--- src/rtl/spectral_flux_calc.sv ---
// Spectral flux: per-frame sum of half-wave-rectified bin-magnitude increases.
// Define SPECFLUX_MAXMIN_EN for the alpha-max-beta-min magnitude; the default is |re|+|im|.
module spectral_flux_calc #(
    parameter int N_BINS = 128,
    parameter int DATA_W = 16,
    parameter int FLUX_W = 32
) (
    input  logic                      i_clk,
    input  logic                      i_rst,
    input  logic                      i_start,
    output logic                      o_rd_en,
    output logic [$clog2(N_BINS)-1:0] o_rd_addr,
    input  logic [DATA_W-1:0]         i_rd_real,
    input  logic [DATA_W-1:0]         i_rd_imag,
    output logic                      o_busy,
    output logic [FLUX_W-1:0]         o_flux,
    output logic                      o_flux_valid
);

    localparam int AW = $clog2(N_BINS);
    localparam int MW = DATA_W + 1;
    localparam logic [AW-1:0] LAST_ADDR = AW'(N_BINS - 1);

    typedef enum logic [1:0] {S_IDLE, S_READ, S_DRAIN, S_DONE} state_t;

    state_t            r_state;
    state_t            w_state_next;
    logic [AW-1:0]     r_addr;
    logic              r_drain;
    logic              r_rd_vld;
    logic [AW-1:0]     r_rd_idx;
    logic              r_mag_vld;
    logic [MW-1:0]     r_mag;
    logic [AW-1:0]     r_mag_idx;
    logic [FLUX_W-1:0] r_acc;
    logic [FLUX_W-1:0] r_flux;
    logic [MW-1:0]     r_hist [N_BINS];

    logic [MW-1:0]     w_re_ext;
    logic [MW-1:0]     w_im_ext;
    logic [MW-1:0]     w_abs_re;
    logic [MW-1:0]     w_abs_im;
    logic [MW-1:0]     w_mag;
    logic [MW-1:0]     w_hist_old;
    logic [MW-1:0]     w_diff;
    logic [FLUX_W:0]   w_sum;
    logic [FLUX_W-1:0] w_acc_next;

    always_comb begin
        w_state_next = r_state;
        case (r_state)
            S_IDLE:  if (i_start) w_state_next = S_READ;
            S_READ:  if (r_addr == LAST_ADDR) w_state_next = S_DRAIN;
            S_DRAIN: if (r_drain) w_state_next = S_DONE;
            S_DONE:  w_state_next = S_IDLE;
            default: w_state_next = S_IDLE;
        endcase
    end

    // Sign-extend by one bit first so that abs(most-negative) fits without wrapping.
    always_comb begin
        w_re_ext = {i_rd_real[DATA_W-1], i_rd_real};
        w_im_ext = {i_rd_imag[DATA_W-1], i_rd_imag};
        w_abs_re = w_re_ext[DATA_W] ? (~w_re_ext + MW'(1)) : w_re_ext;
        w_abs_im = w_im_ext[DATA_W] ? (~w_im_ext + MW'(1)) : w_im_ext;
    end

`ifdef SPECFLUX_MAXMIN_EN
    logic [MW-1:0] w_max;
    logic [MW-1:0] w_min;
    always_comb begin
        w_max = (w_abs_re >= w_abs_im) ? w_abs_re : w_abs_im;
        w_min = (w_abs_re >= w_abs_im) ? w_abs_im : w_abs_re;
        w_mag = w_max + (w_min >> 1);
    end
`else
    always_comb begin
        w_mag = w_abs_re + w_abs_im;
    end
`endif

    // The extra sum bit flags overflow so the accumulator sticks at all-ones.
    always_comb begin
        w_hist_old = r_hist[r_mag_idx];
        w_diff     = (r_mag > w_hist_old) ? (r_mag - w_hist_old) : '0;
        w_sum      = {1'b0, r_acc} + (FLUX_W + 1)'(w_diff);
        w_acc_next = r_acc;
        if (r_mag_vld) w_acc_next = w_sum[FLUX_W] ? '1 : w_sum[FLUX_W-1:0];
    end

    always_ff @(posedge i_clk) begin
        if (i_rst) begin
            r_state   <= S_IDLE;
            r_addr    <= '0;
            r_drain   <= 1'b0;
            r_rd_vld  <= 1'b0;
            r_rd_idx  <= '0;
            r_mag_vld <= 1'b0;
            r_mag     <= '0;
            r_mag_idx <= '0;
            r_acc     <= '0;
            r_flux    <= '0;
            for (int i = 0; i < N_BINS; i++) r_hist[i] <= '0;
        end else begin
            r_state   <= w_state_next;
            r_addr    <= (r_state == S_READ && r_addr != LAST_ADDR) ? r_addr + AW'(1) : '0;
            r_drain   <= (r_state == S_DRAIN) ? ~r_drain : 1'b0;
            r_rd_vld  <= (r_state == S_READ);
            r_rd_idx  <= r_addr;
            r_mag_vld <= r_rd_vld;
            r_mag     <= w_mag;
            r_mag_idx <= r_rd_idx;
            if (r_state == S_IDLE && i_start) r_acc <= '0;
            else                               r_acc <= w_acc_next;
            if (r_mag_vld) r_hist[r_mag_idx] <= r_mag;
            // Last bin accumulates in the final drain cycle; capture it straight into the output.
            if (r_state == S_DRAIN && r_drain) r_flux <= w_acc_next;
        end
    end

    assign o_rd_en      = (r_state == S_READ);
    assign o_rd_addr    = r_addr;
    assign o_busy       = (r_state != S_IDLE);
    assign o_flux       = r_flux;
    assign o_flux_valid = (r_state == S_DONE);

endmodule

--- config.mk ---
export PLATFORM = sky130hd
export DESIGN_NAME = spectral_flux_calc
export DESIGN_NICKNAME = d
export VERILOG_FILES = /design/src/rtl/spectral_flux_calc.sv
export SDC_FILE = /design/constraint.sdc
export NUM_CORES = 2
export LEC_CHECK = 0
export CORE_AREA = 2 2 508 510
export DETAILED_ROUTE_END_ITERATION = 10
export DIE_AREA = 0 0 510 512
export PLACE_DENSITY = 0.58
export SYNTH_ARGS = -nofsm -noshare
export SYNTH_HDL_FRONTEND = slang
export SYNTH_SLANG_ARGS = --single-unit
--- constraint.sdc ---
create_clock -name i_clk -period 8.53 [get_ports i_clk]
set_input_delay 1.2795 -clock i_clk [delete_from_list [all_inputs] [get_ports i_clk]]
set_output_delay 1.2795 -clock i_clk [all_outputs]
set_load 0.005 [all_outputs]
==> out/metrics.yaml <==
finish:
  layout_commonest_cell: "edfxtp_1"
  area_growth_pct: 13.3
  layout_common_cells: "edfxtp_1, and2_1, a22oi_1, buf_4, nor2_1"
  final_layout_size_suffix_gt1_share_pct: 12.4
  fin_nets: 7839
  post-route-util_pct: 45.1
clock_tree:
  clock_sinks: 2283
  clock_latency_ps: 920
  cts_buffer_depth: 3
  clkTransAtPathRegs_ps: 70
  cts_tree: "done"
  htree_levels: 4
  clock-root-buffer: "clkbuf_16"
  cts_buffers: 237
worst_setup_path:
  startpoint_type: "flip-flop"
  crit_arrival_ps: 9040
  crit_path_max_incr_delay_ps: 770
  worstPathBufferInverterCount: 3
  cpMaxStageDelayCell: "and2_4"
  timing_worst_setup_path_type: "flip-flop to flip-flop"
  critPathTopFamily: "simple AND/OR/NAND/NOR gates"
  crit_required_ps: 9370
  path_max_fanout: 28
  end_kind: "flip-flop"
global_routing:
  grt_use_total_pct: 26.6
  busiest_layer: "met2"
  grt_pass1_vias: 66112
  grt_max_degree: 93
  grtUsageMet3_pct: 5.53
  grt_pass1_wl_um: 502000
  gr-usage-met1_pct: 36.7
  grt-ovfl-total: 0
  antenna_found_initial: 16
  gr-usage-met2_pct: 40.5
die:
  rows: 186
  coreArea_mm2: 0.256
  start_util_pct: 39.8
  dieWidth_um: 510
  die-area_mm2: 0.261
  ios: 77
  die_h_um: 512
power_and_ir_drop:
  power_frac_comb_pct: 9.0
  intPower_mw: 19.0
  switchingPower_mw: 6.59
  switching_share_pct: 25.8
  seqPwrFrac_pct: 51.3
  p_leak_nw: 39.3
  total_power_mw: 25.6
  power.share.clock_pct: 39.7
  power_density_mw_per_mm2: 222
  irDropWorstVdd_mv: 0.194
min_path:
  hp-class: "flip-flop to flip-flop"
placed_design:
  gp_congestion: 0.934
  io_buffers: 76
  hpwl_um: 216000
route:
  dr.first_iter.drc_count: 8979
  vias: 67855
  ant_nets: 0
  drtPass1Iterations: 5
  vias_per_cell: 5.99
  drcViolationCount: 0
  wire_per_inst_um: 31.3
  wl_um: 354000
synth:
  ys_async_sr_fraction_pct: 0
  yosysUniqueCellTypes: 81
  syn_area_mm2: 0.102
  synth_edf_count: 2176
  synth_warnings: 0
  syn-num-nets: 7823
  synth_seq_cells: 2283
  syn_inst: 7727
  ys_seq_area_share_pct: 66.3
  synthFlopType: "edfxtp_1"
  syn_area_per_cell_um2: 13.2
timing:
  slew_headroom_pct: 6.24
  rsz0062_at_grt: "false"
  max_slew.worst_pin.slew_ps: 1400
  hold_slack_ps: 443
  slew_violations: 0
  tns_ps: 0
  setup_viol: 0
  period_share_pct: 96.0
  hold_viol_final: 0
  min_period_ps: 8190
  fin_skew_ps: 85.2
  max_freq_mhz: 122
flow_run:
  drv_cap: 0
outcome:
  status: "completed"
per-layer routing:
metal	wire [um]	up-vias
met5	42	-
met1	144000	34746
met4	16400	6
met3	34300	603
met2	159000	3627
li1	-	28873
sequential cells by signal (all words and copies together) (netlist names):
signal,count
r_acc,32
r_mag_vld,1
r_hist,2176
o_flux,32
r_rd_idx,7
r_rd_vld,1
r_state,2
r_drain,1
o_rd_addr,7
r_mag_idx,7
r_mag,17
logic make-up (layout without fill, tap and decap cells):
family | count (synthesis) | after routing | share of synthesized area (%)
buf+inv | 760 | 965 | 3.15
fa+ha+maj | 61 | 61 | 0.772
simple gates | 2992 | 2992 | 17.4
xor+xnor | 72 | 72 | 0.620
mux | 13 | 13 | 0.157
flops | 2283 | 2283 | 66.3
other cells | 0 | 12 | 0
compound gates | 1546 | 1546 | 11.6
per-stage QoR:
step	std cells	area (um^2)	setup WS [ps]
after detailed placement	10883	108000	-324
after global placement	10882	108000	-287
after global routing	11323	115000	12.1
final	11328	115000	338
after CTS	11311	115000	39.8
after floorplan	7727	102000	1740
Yosys cell counts (9+ instances only):
master / instances / share of area, %
nand2_1: 102 / 0.38
nor2_1: 247 / 0.91
o2111ai_1: 14 / 0.12
nand2b_1: 15 / 0.092
xnor2_1: 48 / 0.41
and2_1: 2054 / 13
a21oi_1: 70 / 0.34
nor2_2: 16 / 0.098
a221oi_1: 230 / 2.0
edfxtp_1: 2176 / 64
nor3_1: 159 / 0.78
a211oi_1: 21 / 0.15
xor2_1: 24 / 0.21
and3_1: 20 / 0.12
nand3_1: 55 / 0.27
o211ai_1: 27 / 0.20
a21o_1: 14 / 0.10
nor4_1: 38 / 0.23
clkbuf_1: 530 / 2.0
or2_2: 131 / 0.81
o22ai_1: 9 / 0.055
ha_1: 58 / 0.71
a22oi_1: 613 / 4.5
or4_1: 14 / 0.10
o21ai_0: 53 / 0.26
o21a_1: 12 / 0.089
buf_2: 130 / 0.64
dfxtp_1: 107 / 2.1
inv_1: 25 / 0.092
or3_1: 9 / 0.055
a31oi_1: 186 / 1.1
buf_6: 23 / 0.25
a22o_1: 234 / 2.0
nor2b_1: 32 / 0.20
buf_1: 46 / 0.17
nand4_1: 70 / 0.43
worst paths after layout:
| path | from | slack, ps | endpoint | cells past startpoint |
|---|---|---|---|---|
| max | r_mag_idx[2] | 340 | o_flux[22] | 29 |
| min reg2reg | r_rd_vld | 440 | r_mag_vld | 1 |
| min | r_rd_vld | 440 | r_mag_vld | 1 |
| max reg2reg | r_mag_idx[2] | 340 | o_flux[22] | 29 |
final cells by class:
cell class / count / area [um^2]
sequential: 2283 / 67600
clock inverter: 119 / 1080
clock buffer: 309 / 6330
antenna: 12 / 30.0
tap: 3384 / 4230
multi-input combinational: 4684 / 31300
fill: 22721 / 140000
timing repair buffer: 512 / 4660
inverter: 25 / 96.3
power by group through the flow:
stage | Clock [mW] | Sequential, mW | Combinational, mW
detailed placement | 0 | 13.4 | 2.24
CTS | 10.2 | 13.1 | 2.25
global route | 10.6 | 13.2 | 2.42
floorplan | 0 | 13.1 | 1.30
finish | 10.2 | 13.1 | 2.30
global placement | 0 | 13.3 | 2.23
repair_timing:
action | in CTS | in global routing
setup endpoints to repair | 60 | 64
endpoints found under the hold margin | 0 | 0
hold buffers | 0 | 0
pin swaps | 0 | 1
setup buffers | 0 | 3
cloned | 0 | 0
gates resized for setup | 6 | 17
(Power assumes the default switching activity.)
